`config.mk`:
```
export PLATFORM = sky130hd
export DESIGN_NAME = inst_fetch
export DESIGN_NICKNAME = d
export VERILOG_FILES = /design/src/rtl/inst_fetch.sv
export SDC_FILE = /design/constraint.sdc
export NUM_CORES = 1
export LEC_CHECK = 0
export CAP_MARGIN = 25
export CELL_PAD_IN_SITES_DETAIL_PLACEMENT = 0
export CELL_PAD_IN_SITES_GLOBAL_PLACEMENT = 2
export CORE_MARGIN = 4
export CORE_UTILIZATION = 29
export CTS_BUF_LIST = sky130_fd_sc_hd__clkbuf_4
export DETAILED_ROUTE_END_ITERATION = 8
export HOLD_SLACK_MARGIN = 0.06
export PLACE_DENSITY = 0.77
export SYNTH_ARGS = -nofsm -noshare
export SYNTH_HDL_FRONTEND = slang
export SYNTH_SLANG_ARGS = --single-unit
```
`constraint.sdc`:
```
create_clock -name clk -period 2.3 [get_ports clk]
set_clock_uncertainty 0.05 [all_clocks]
set_input_delay 0.345 -clock clk [delete_from_list [all_inputs] [get_ports clk]]
set_output_delay 0.345 -clock clk [all_outputs]
set_load 0.01 [all_outputs]
```
`src/rtl/inst_fetch.sv`:
```
// Instruction fetch unit: fetch PC register, zero-latency ROM port and a DEPTH-entry prefetch FIFO.
// Optional misaligned-redirect fault detection is enabled with `define FETCH_ALIGN_CHECK_EN.
module inst_fetch #(
    parameter logic [31:0] RESET_PC = 32'h0000_0000,
    parameter int unsigned DEPTH    = 2
) (
    input  logic        clk,
    input  logic        rst,
    output logic [31:0] rom_addr,
    input  logic [31:0] rom_data,
    input  logic        redirect,
    input  logic [31:0] redirect_pc,
    output logic        inst_valid,
    input  logic        inst_ready,
    output logic [31:0] inst,
    output logic [31:0] inst_pc,
    output logic        fault
);

    localparam int unsigned PtrW = (DEPTH > 1) ? $clog2(DEPTH) : 1;
    localparam logic [PtrW:0] FullCnt = (PtrW + 1)'(DEPTH);

    typedef enum logic [0:0] {StRun, StFault} state_e;

    state_e          state_q;
    logic [31:0]     fpc_q;
    logic [PtrW-1:0] head_q;
    logic [PtrW-1:0] tail_q;
    logic [PtrW:0]   count_q;
    logic [31:0]     buf_inst_q [DEPTH];
    logic [31:0]     buf_pc_q   [DEPTH];

    logic        run;
    logic        flush;
    logic        pop;
    logic        push;
    logic        misalign;
    logic [31:0] target_pc;

    assign target_pc = redirect_pc & 32'hFFFF_FFFC;

`ifdef FETCH_ALIGN_CHECK_EN
    assign misalign = (redirect_pc[1:0] != 2'b00);
    assign fault    = (state_q == StFault);
`else
    assign misalign = 1'b0;
    assign fault    = 1'b0;
`endif

    // Redirects are only honoured while fetching; in FAULT the buffer just drains.
    assign run        = (state_q == StRun);
    assign flush      = run & redirect;
    assign inst_valid = (count_q != '0);
    assign pop        = inst_valid & inst_ready;
    assign push       = run & ~redirect & ((count_q < FullCnt) | pop);

    assign rom_addr = fpc_q;
    assign inst     = buf_inst_q[head_q];
    assign inst_pc  = buf_pc_q[head_q];

    always_ff @(posedge clk) begin
        if (rst) begin
            state_q    <= StRun;
            fpc_q      <= RESET_PC;
            head_q     <= '0;
            tail_q     <= '0;
            count_q    <= '0;
            buf_inst_q <= '{default: '0};
            buf_pc_q   <= '{default: '0};
        end else if (flush) begin
            // A pop in the redirect cycle is dropped along with everything else.
            head_q  <= '0;
            tail_q  <= '0;
            count_q <= '0;
            if (misalign) begin
                state_q <= StFault;
            end else begin
                fpc_q <= target_pc;
            end
        end else begin
            if (push) begin
                buf_inst_q[tail_q] <= rom_data;
                buf_pc_q[tail_q]   <= fpc_q;
                tail_q             <= tail_q + PtrW'(1);
                fpc_q              <= fpc_q + 32'd4;
            end
            if (pop) begin
                head_q <= head_q + PtrW'(1);
            end
            case ({push, pop})
                2'b10:   count_q <= count_q + (PtrW + 1)'(1);
                2'b01:   count_q <= count_q - (PtrW + 1)'(1);
                default: ;
            endcase
        end
    end

endmodule

```
# After elaboration in Yosys (flattened, before gate mapping)
# Index checks and enable logic that the tools add are counted.
# W data, S select, Z words.
[word_totals]
regBits = 164
latchBits = 0
ram_bits = 0
rom_bits = 0
inputBits = 68
output_inout_bits = 98
elab_cells = 45
n_memories = 0
[op_classes]
add_sub_neg = 5
mul = 0
div = 0
magnitude_cmp = 4
eq_ne = 2
shifts = 0
muxes = 13
bitwise_logic = 6
n_reduce_logical = 6
[ops]
columns = ["op", "count"]
rows = [
  ["$mux W32", 9],
  ["$bwmux W64", 2],
  ["$add A32 B3 Y32 const B", 1],
  ["$demux W32 S1", 1],
  ["$reduce_bool A2 Y1", 3],
  ["$ge A2 B2 Y1 const B", 2],
  ["$not A1 Y2", 2],
  ["$pmux W2 S2", 1],
  ["$add A1 B1 Y1 const B", 2],
  ["$add A2 B1 Y2 const B", 1],
  ["$and A1 B1 Y1", 2],
  ["$eq A2 B1 Y1 const B", 1],
  ["$eq A2 B2 Y1 const B", 1],
  ["$lt A2 B1 Y1 const B", 1],
  ["$lt A2 B2 Y1 const B", 1],
  ["$reduce_and A2 Y1", 1],
  ["$reduce_or A2 Y1", 1],
  ["$sub A2 B1 Y2 const B", 1],
  ["$logic_and A1 B1 Y1", 1],
  ["$not A1 Y1", 1],
  ["$or A1 B1 Y1", 1],
]

# Logic depth before layout (Yosys ltp)
# Gate-level depths: netlist of the first run.
[logic_depth]
ltp_word = 6
depth_mapped = 8
depth_no_buf = 7

# Worst setup path before layout of the first run
# Ideal clock, no wire load.
[synth_path]
path_type = "register to register"
startpoint = "register fpc_q[10] (netlist: rom_addr[10])"
endpoint = "register fpc_q[31] (netlist: rom_addr[31])"
setup_time_ps = 78
arrival_time_ps = 1989
t_required_ps = 2172
path_slack_ps = 183
path_stages_with_launch = 6
n_path_buf = 0
period_less_slack_ps = 2117
path_cell_list = "dfxtp_1 nand4_4 or4_4 nor4_1 mux2_2 nor3_1"
[synth_via]
elab_chain_cells = 3
[synth_lines]
columns = ["element", "line", "rtl"]
rows = [
  ["start, declared", "26", "logic [31:0] fpc_q;"],
  ["start signal, assigned", "78", "fpc_q <= target_pc;"],
  ["start signal, assigned", "85", "fpc_q <= fpc_q + 32'd4;"],
  ["$add A32 B3 Y32", "85", ""],
  ["$mux W32", "81", "if (push) begin"],
  ["$mux W32", "70", "end else if (flush) begin"],
]
# No other way between the ends. The select of a mux whose other input is x is not followed.
# A chain may end at the register's enable or synchronous reset.

# Worst setup path in the final report of the first run
[layout_path]
startpoint = "register head_q"
endpoint = "output inst[5]"
[layout_via]
elab_chain_cells = 4
[layout_lines]
columns = ["element", "line", "rtl"]
rows = [
  ["start, declared", "27", "logic [PtrW-1:0] head_q;"],
  ["start signal, assigned", "88", "head_q <= head_q + PtrW'(1);"],
  ["$not A1 Y2 (not written as such)", "58", "assign inst = buf_inst_q[head_q];"],
  ["$mux W32 (not written as such) (3 in series)", "58", ""],
  ["end, declared", "15", "output logic [31:0] inst,"],
]
# No other way between the ends. The select of a mux whose other input is x is not followed.

==> impl_metrics.env, run 1 <==
export IMPL_grt_max_degree=51
export IMPL_p_leak_nw=3.67
export IMPL_timing_rr_end="rom_addr[31]"
export IMPL_grt_pass1_vias=6089
export IMPL_ant_nets=0
export IMPL_worstPathArrival_ps=1800
export IMPL_internal_power_mw=4.19
export IMPL_overflow=0
export IMPL_core_region_area_um2=23500
export IMPL_rsz0062_at_grt="yes"
export IMPL_setup_slack_ps=105
export IMPL_viasPerCell=4.55
export IMPL_drive_above_1_share_pct=16.4
export IMPL_layout_cells_non_filler=1355
export IMPL_clockPowerShare_pct=33.3
export IMPL_synth_compound_area_share_pct=12.5
export IMPL_setup_viol=0
export IMPL_first_pass_iters=4
export IMPL_worst_pin_slew_ps=518
export IMPL_port_buffers=158
export IMPL_hold_class="primary input to register"
export IMPL_p_switching_mw=1.57
export IMPL_period_minus_slack_ps=2190
export IMPL_htreeDepth=4
export IMPL_status="finished, final reports clean"
export IMPL_dieArea_um2=26300
export IMPL_post_place_ws_ps=143
export IMPL_final_nets=1092
export IMPL_cts_root_buffer="clkbuf_4"
export IMPL_fin_util_pct=40.3
export IMPL_synth_edf_count=0
export IMPL_gp_congestion=0.734
export IMPL_finalHoldViolations=0
export IMPL_path_clk_slew_ps=150
export IMPL_drv_slew=0
export IMPL_synthXorXnorAreaFrac_pct=4.18
export IMPL_synthFlopType="dfxtp_1"
export IMPL_initial_utilization_pct=29.4
export IMPL_dp_hpwl_um=14200
export IMPL_ir_worst_vdd_mv=0.284
export IMPL_crit_fanout=27
export IMPL_power_frac_comb_pct=15.7
export IMPL_synth_seq_cells=158
export IMPL_yosysWarnings=0
export IMPL_die_h_um=162
export IMPL_final_cell_mix="nand2_1, dfxtp_1, a21oi_1"
export IMPL_slew_headroom_pct=65.4
export IMPL_hold_depth=2
export IMPL_postPlaceCellArea_um2=9170
export IMPL_cts_buffers=17
export IMPL_cts_tree="done"
export IMPL_grt_pass1_wl_um=34100
export IMPL_crit_required_ps=1900
export IMPL_clock_sinks=158
export IMPL_synthAdderAreaFrac_pct=0.362
export IMPL_start_kind="register"
export IMPL_rows=56
export IMPL_syn_area_per_cell_um2=8.13
export IMPL_r2r_start="rom_addr[11]"
export IMPL_clk_latency_ps=530
export IMPL_synth_top_family_by_area="simple AND/OR/NAND/NOR gates"
export IMPL_layout_commonest_cell="nand2_1"
export IMPL_wl_per_cell_um=15.7
export IMPL_dp_cells=1319
export IMPL_die_w_um=162
export IMPL_critical_path_class="register to output pin"
export IMPL_seq_area_frac_synth_pct=45.8
export IMPL_hold_path_endpoint="buf_pc_q[50]"
export IMPL_ys_top_cells_by_area="dfxtp_1, nand2_1, mux2_2, a21oi_1, clkbuf_1"
export IMPL_io_pins=166
export IMPL_fin_crit_sh_pct=95.4
export IMPL_antenna_found_initial=2
export IMPL_synth_top_area_share_pct=45.8
export IMPL_drt_total_wl_um=21300
export IMPL_endpoint_kind="output pin"
export IMPL_fmax_ghz=0.456
export IMPL_num_vias=6164
export IMPL_synth_top_area_cell="dfxtp_1"
export IMPL_synth_async_sr_flop_share_pct=0
export IMPL_hold_start="rst"
export IMPL_reg2reg_slack_ps=230
export IMPL_drt_initial_drc_count=319
export IMPL_yosys_area_share_simple_pct=21.9
export IMPL_clockBufferDepth=2
export IMPL_p_sw_share_pct=27.3
export IMPL_netlist_area_um2=6910
export IMPL_cap_violations=0
export IMPL_syn2layout_area_growth_pct=37.0
export IMPL_yosysUniqueCellTypes=42
export IMPL_power_density_nw_per_um2=609
export IMPL_grt_util_all_layers_pct=16.3
export IMPL_reg2reg_depth=5
export IMPL_synthMuxAreaShare_pct=10.3
export IMPL_synthCells=850
export IMPL_seqPwrFrac_pct=51.0
export IMPL_postLayoutCellArea_um2=9460
export IMPL_drc=0
[worst max path at each step]
| stage | cells past startpoint | start | to | slack (ps) |
|---|---|---|---|---|
| 2_1_floorplan | 5 | rom_addr[10] | rom_addr[31] | 180 |
| 3_3_place_gp | 8 | inst_ready | rom_addr[30] | 120 |
| 3_5_place_dp | 8 | inst_ready | rom_addr[30] | 140 |
| 4_1_cts | 3 | head_q | inst_pc[9] | -140 |
| 5_1_grt | 3 | head_q | inst[9] | -20 |
| 6_report | 3 | head_q | inst[5] | 110 |
[critical path, cell delays in order, from the launching register on]
cell and delay (ps):
dfxtp_4 410, buf_12 210, mux2_2 370, dlygate4sd2_1 290
[layer usage]
layer	up-vias	wire, µm	GRT usage [%]
li1	3174	-	-
met1	2834	10600	23.2
met2	138	9320	24.9
met3	16	1160	4.34
met4	2	239	3.38
met5	-	13	0
[power groups by stage]
stage                     clock, mW  combinational [mW]  sequential [mW]
after CTS                      2.01               0.923             2.94
final                          1.92               0.907             2.94
after global routing           2.13               0.995             2.96
after floorplan                   0               0.414             3.01
after global placement            0               0.955             3.00
after detailed placement          0               0.953             3.00
[cell type report]
cell class	instances	area, µm²
clock inverters	14	188
well taps	319	399
clock buffers	18	135
fillers	2456	14000
flip-flops and latches	158	3170
inverters	6	22.5
diodes	1	2.50
repair buffers	217	2110
multi-input cells	622	3430
[timing repair]
| action | CTS | global route |
|---|---|---|
| hold endpoints to repair | 0 | 0 |
| hold buffers | 0 | 0 |
| endpoints found under the setup margin | 62 | 25 |
| gates resized for setup | 73 | 17 |
| setup buffers | 3 | 0 |
[stage by stage]
step	hold WS (ps)	setup TNS [ps]	power [mW]
floorplan	383	0	3.43
global placement	389	0	3.95
detailed placement	393	0	3.95
CTS	161	-144	5.87
global route	163	-59.4	6.08
finish	233	0	5.76
[sequential cells by signal, summed over array words and instances, names as in the netlist]
name	count
tail_q	1
rom_addr	30
head_q	1
count_q	2
buf_inst_q	64
buf_pc_q	60
[synth_stat cells (2+ instances only)]
master and instances:
buf_2 2, a211oi_1 16, dfxtp_1 158, ha_1 2, and2_1 4, mux2_2 63
buf_1 5, xor2_1 16, xnor2_1 17, and3_1 8, a21oi_1 137, buf_4 7
nor2_1 24, nand4_1 8, nor4_1 5, clkbuf_8 2, nand2_1 275, o21bai_1 2
nor3_1 10, o21a_1 3, clkbuf_1 49, nand3_1 11, inv_1 6, and4_1 2
[cell families (layout without fill, tap and decap cells)]
family | Yosys count | after routing
AOI/OAI and AO/OA | 160 | 160
xor gates and xnor gates | 33 | 33
buffers and inverters | 74 | 255
DFF | 158 | 158
other | 1 | 6
muxes | 63 | 63
adders and majority gates | 2 | 2
and+or+nand+nor | 359 | 359
Power figures use the tool's default switching activity.
==> run 2, diff against run 1 <==
--- a/config.mk
+++ b/config.mk
@@ -13,7 +13,7 @@
 export CTS_BUF_LIST = sky130_fd_sc_hd__clkbuf_4
 export DETAILED_ROUTE_END_ITERATION = 8
 export HOLD_SLACK_MARGIN = 0.06
-export PLACE_DENSITY = 0.77
+export PLACE_DENSITY = 0.79
 export SYNTH_ARGS = -nofsm -noshare
 export SYNTH_HDL_FRONTEND = slang
 export SYNTH_SLANG_ARGS = --single-unit
==> run 2 against run 1 <==
  * Critical path depth up 3
  * Via count rose by 1.1%
  * Combinational power up 2.4%
  * Sequential share of layout area is 0.33 points lower
  * First-iteration DRC count is 22% higher
==> impl_metrics.env, run 2 (same netlist as run 1, synthesis figures left out) <==
export IMPL_status="finished, final reports clean"
export IMPL_fmax_ghz=0.439
export IMPL_initial_utilization_pct=29.4
export IMPL_n_antenna_cell=0
export IMPL_rows=56
export IMPL_die_h_um=162
export IMPL_p_leak_nw=3.65
export IMPL_gp_congestion=0.734
export IMPL_crit_fanout=4
export IMPL_overflow=0
export IMPL_hold_start="rom_data[14]"
export IMPL_clockBufferDepth=2
export IMPL_postPlaceCellArea_um2=9120
export IMPL_postLayoutCellArea_um2=9550
export IMPL_period_minus_slack_ps=2280
export IMPL_critPathBufInv=5
export IMPL_rsz0062_at_grt="yes"
export IMPL_slowest_delay_ps=390
export IMPL_setup_viol=0
export IMPL_critical_path_cell_chain="buf_12 -> buf_12 -> buf_16 -> buf_12 -> mux2_4 -> buf_6"
export IMPL_worstPathArrival_ps=1880
export IMPL_cts_root_buffer="clkbuf_4"
export IMPL_path_clk_slew_ps=150
export IMPL_core_region_area_um2=23500
export IMPL_ir_worst_vdd_mv=0.343
export IMPL_fin_crit_sh_pct=99.0
export IMPL_finalHoldViolations=0
export IMPL_crit_path_top_delay_cell="dfxtp_4"
export IMPL_grt_util_all_layers_pct=17.2
export IMPL_start_kind="register"
export IMPL_layout_commonest_cell="nand2_1"
export IMPL_drc=0
export IMPL_final_nets=1100
export IMPL_cts_buffers=17
export IMPL_critPathMostFrequentCell="buf_12"
export IMPL_cts_tree="done"
export IMPL_clk_latency_ps=560
export IMPL_syn2layout_area_growth_pct=38.3
export IMPL_largest_register_ffs=64
export IMPL_largest_register="buf_inst_q"
export IMPL_nFillCells=2439
export IMPL_ant_nets=0
export IMPL_dieArea_um2=26300
export IMPL_cap_violations=0
export IMPL_grt_pass1_vias=6284
export IMPL_io_pins=166
export IMPL_die_w_um=162
export IMPL_drive_above_1_share_pct=22.1
export IMPL_crit_path_start="head_q"
export IMPL_power_mw=5.82
export IMPL_viasPerCell=4.58
export IMPL_grt_pass1_wl_um=35500
export IMPL_r2r_start="rom_addr[12]"
export IMPL_critical_path_class="register to output pin"
export IMPL_hold_class="primary input to register"
export IMPL_port_buffers=158
export IMPL_fin_util_pct=40.7
export IMPL_wl_per_cell_um=16.6
export IMPL_crit_family="buffers and inverters"
export IMPL_grt_max_degree=70
export IMPL_drv_slew=0
export IMPL_power_density_nw_per_um2=609
export IMPL_dp_hpwl_um=14000
export IMPL_endpoint_kind="output pin"
export IMPL_num_vias=6230
export IMPL_drt_initial_drc_count=388
export IMPL_final_cell_mix="nand2_1, dfxtp_1, a21oi_1"
export IMPL_drt_total_wl_um=22600
export IMPL_htreeDepth=4
export IMPL_first_pass_iters=4
export IMPL_crit_required_ps=1900
export IMPL_whs_ps=296
export IMPL_clock_sinks=158
export IMPL_setup_tns_ps=0
export IMPL_antenna_found_initial=1
==> run 2: cell types whose count changed in the layout (fill, tap and decap cells not counted), moves of 8 or more <==
cell	change
dlygate4sd2_1	-43
clkdlybuf4s15_1	-8
clkbuf_2	+11
buf_2	+34
buf_6	+8
==> run 2: cell type report <==
class                   count  area [µm²]  area share, %
clock buffers              18         135           1.41
clock inverters            13         190           1.99
inverters                   6        22.5          0.236
multi-input cells         622        3460           36.2
flip-flops and latches    158        3170           33.1
well taps                 319         399           4.18
repair buffers            225        2180           22.8
==> run 2: final timing paths <==
check              endpoint  slack, ps  cells past startpoint
max                inst[15]         20                      6
min          buf_inst_q[14]        300                      3
max reg2reg    rom_addr[31]        150                      5
min reg2reg  buf_inst_q[54]        410                      2
==> run 2: per-stage QoR <==
| step | cells | setup WS [ps] |
|---|---|---|
| detailed placement | 1314 | 13.6 |
| global route | 1361 | -71.2 |
| floorplan | 854 | 183 |
| CTS | 1364 | -46.9 |
| finish | 1361 | 22.4 |
| global placement | 1314 | 69.4 |
==> run 2: tightest hold or removal path, delay by kind of cell <==
family,cells,cell delay [ps]
AO/OA/AOI/OAI,1,50
AND/OR/NAND/NOR,1,60
buffers and inverters,1,420
==> run 2: routing by layer <==
metal	global-route usage [%]	wire length, µm	part of all wire [%]	vias to the layer above
met5	0	13	0.058	-
met4	4.31	259	1.1	2
met3	3.32	1270	5.6	21
met2	27.3	10300	45	158
met1	24.0	10800	48	2854
li1	-	-	-	3195
==> run 2: where the power goes <==
part	internal [mW]	switching (mW)	total, mW
registers	2.86	0.0799	2.94
logic	0.466	0.463	0.929
clock network	0.876	1.08	1.95
total	4.20	1.62	5.82
==> run 2: repair_timing <==
| action | CTS | global route |
|---|---|---|
| hold endpoints to repair | 16 | 0 |
| cloned | 7 | 0 |
| buffers inserted | 11 | 0 |
| endpoints found under the setup margin | 62 | 34 |
| hold buffers | 1 | 0 |
| gates resized for setup | 220 | 31 |
==> run 3, diff against run 2 <==
--- a/config.mk
+++ b/config.mk
@@ -5,7 +5,7 @@
 export SDC_FILE = /design/constraint.sdc
 export NUM_CORES = 1
 export LEC_CHECK = 0
-export CAP_MARGIN = 25
+export CAP_MARGIN = 5
 export CELL_PAD_IN_SITES_DETAIL_PLACEMENT = 0
 export CELL_PAD_IN_SITES_GLOBAL_PLACEMENT = 2
 export CORE_MARGIN = 4
==> results of run 3 <==
The final DEF is identical to that of run 2; final timing and power are the same.
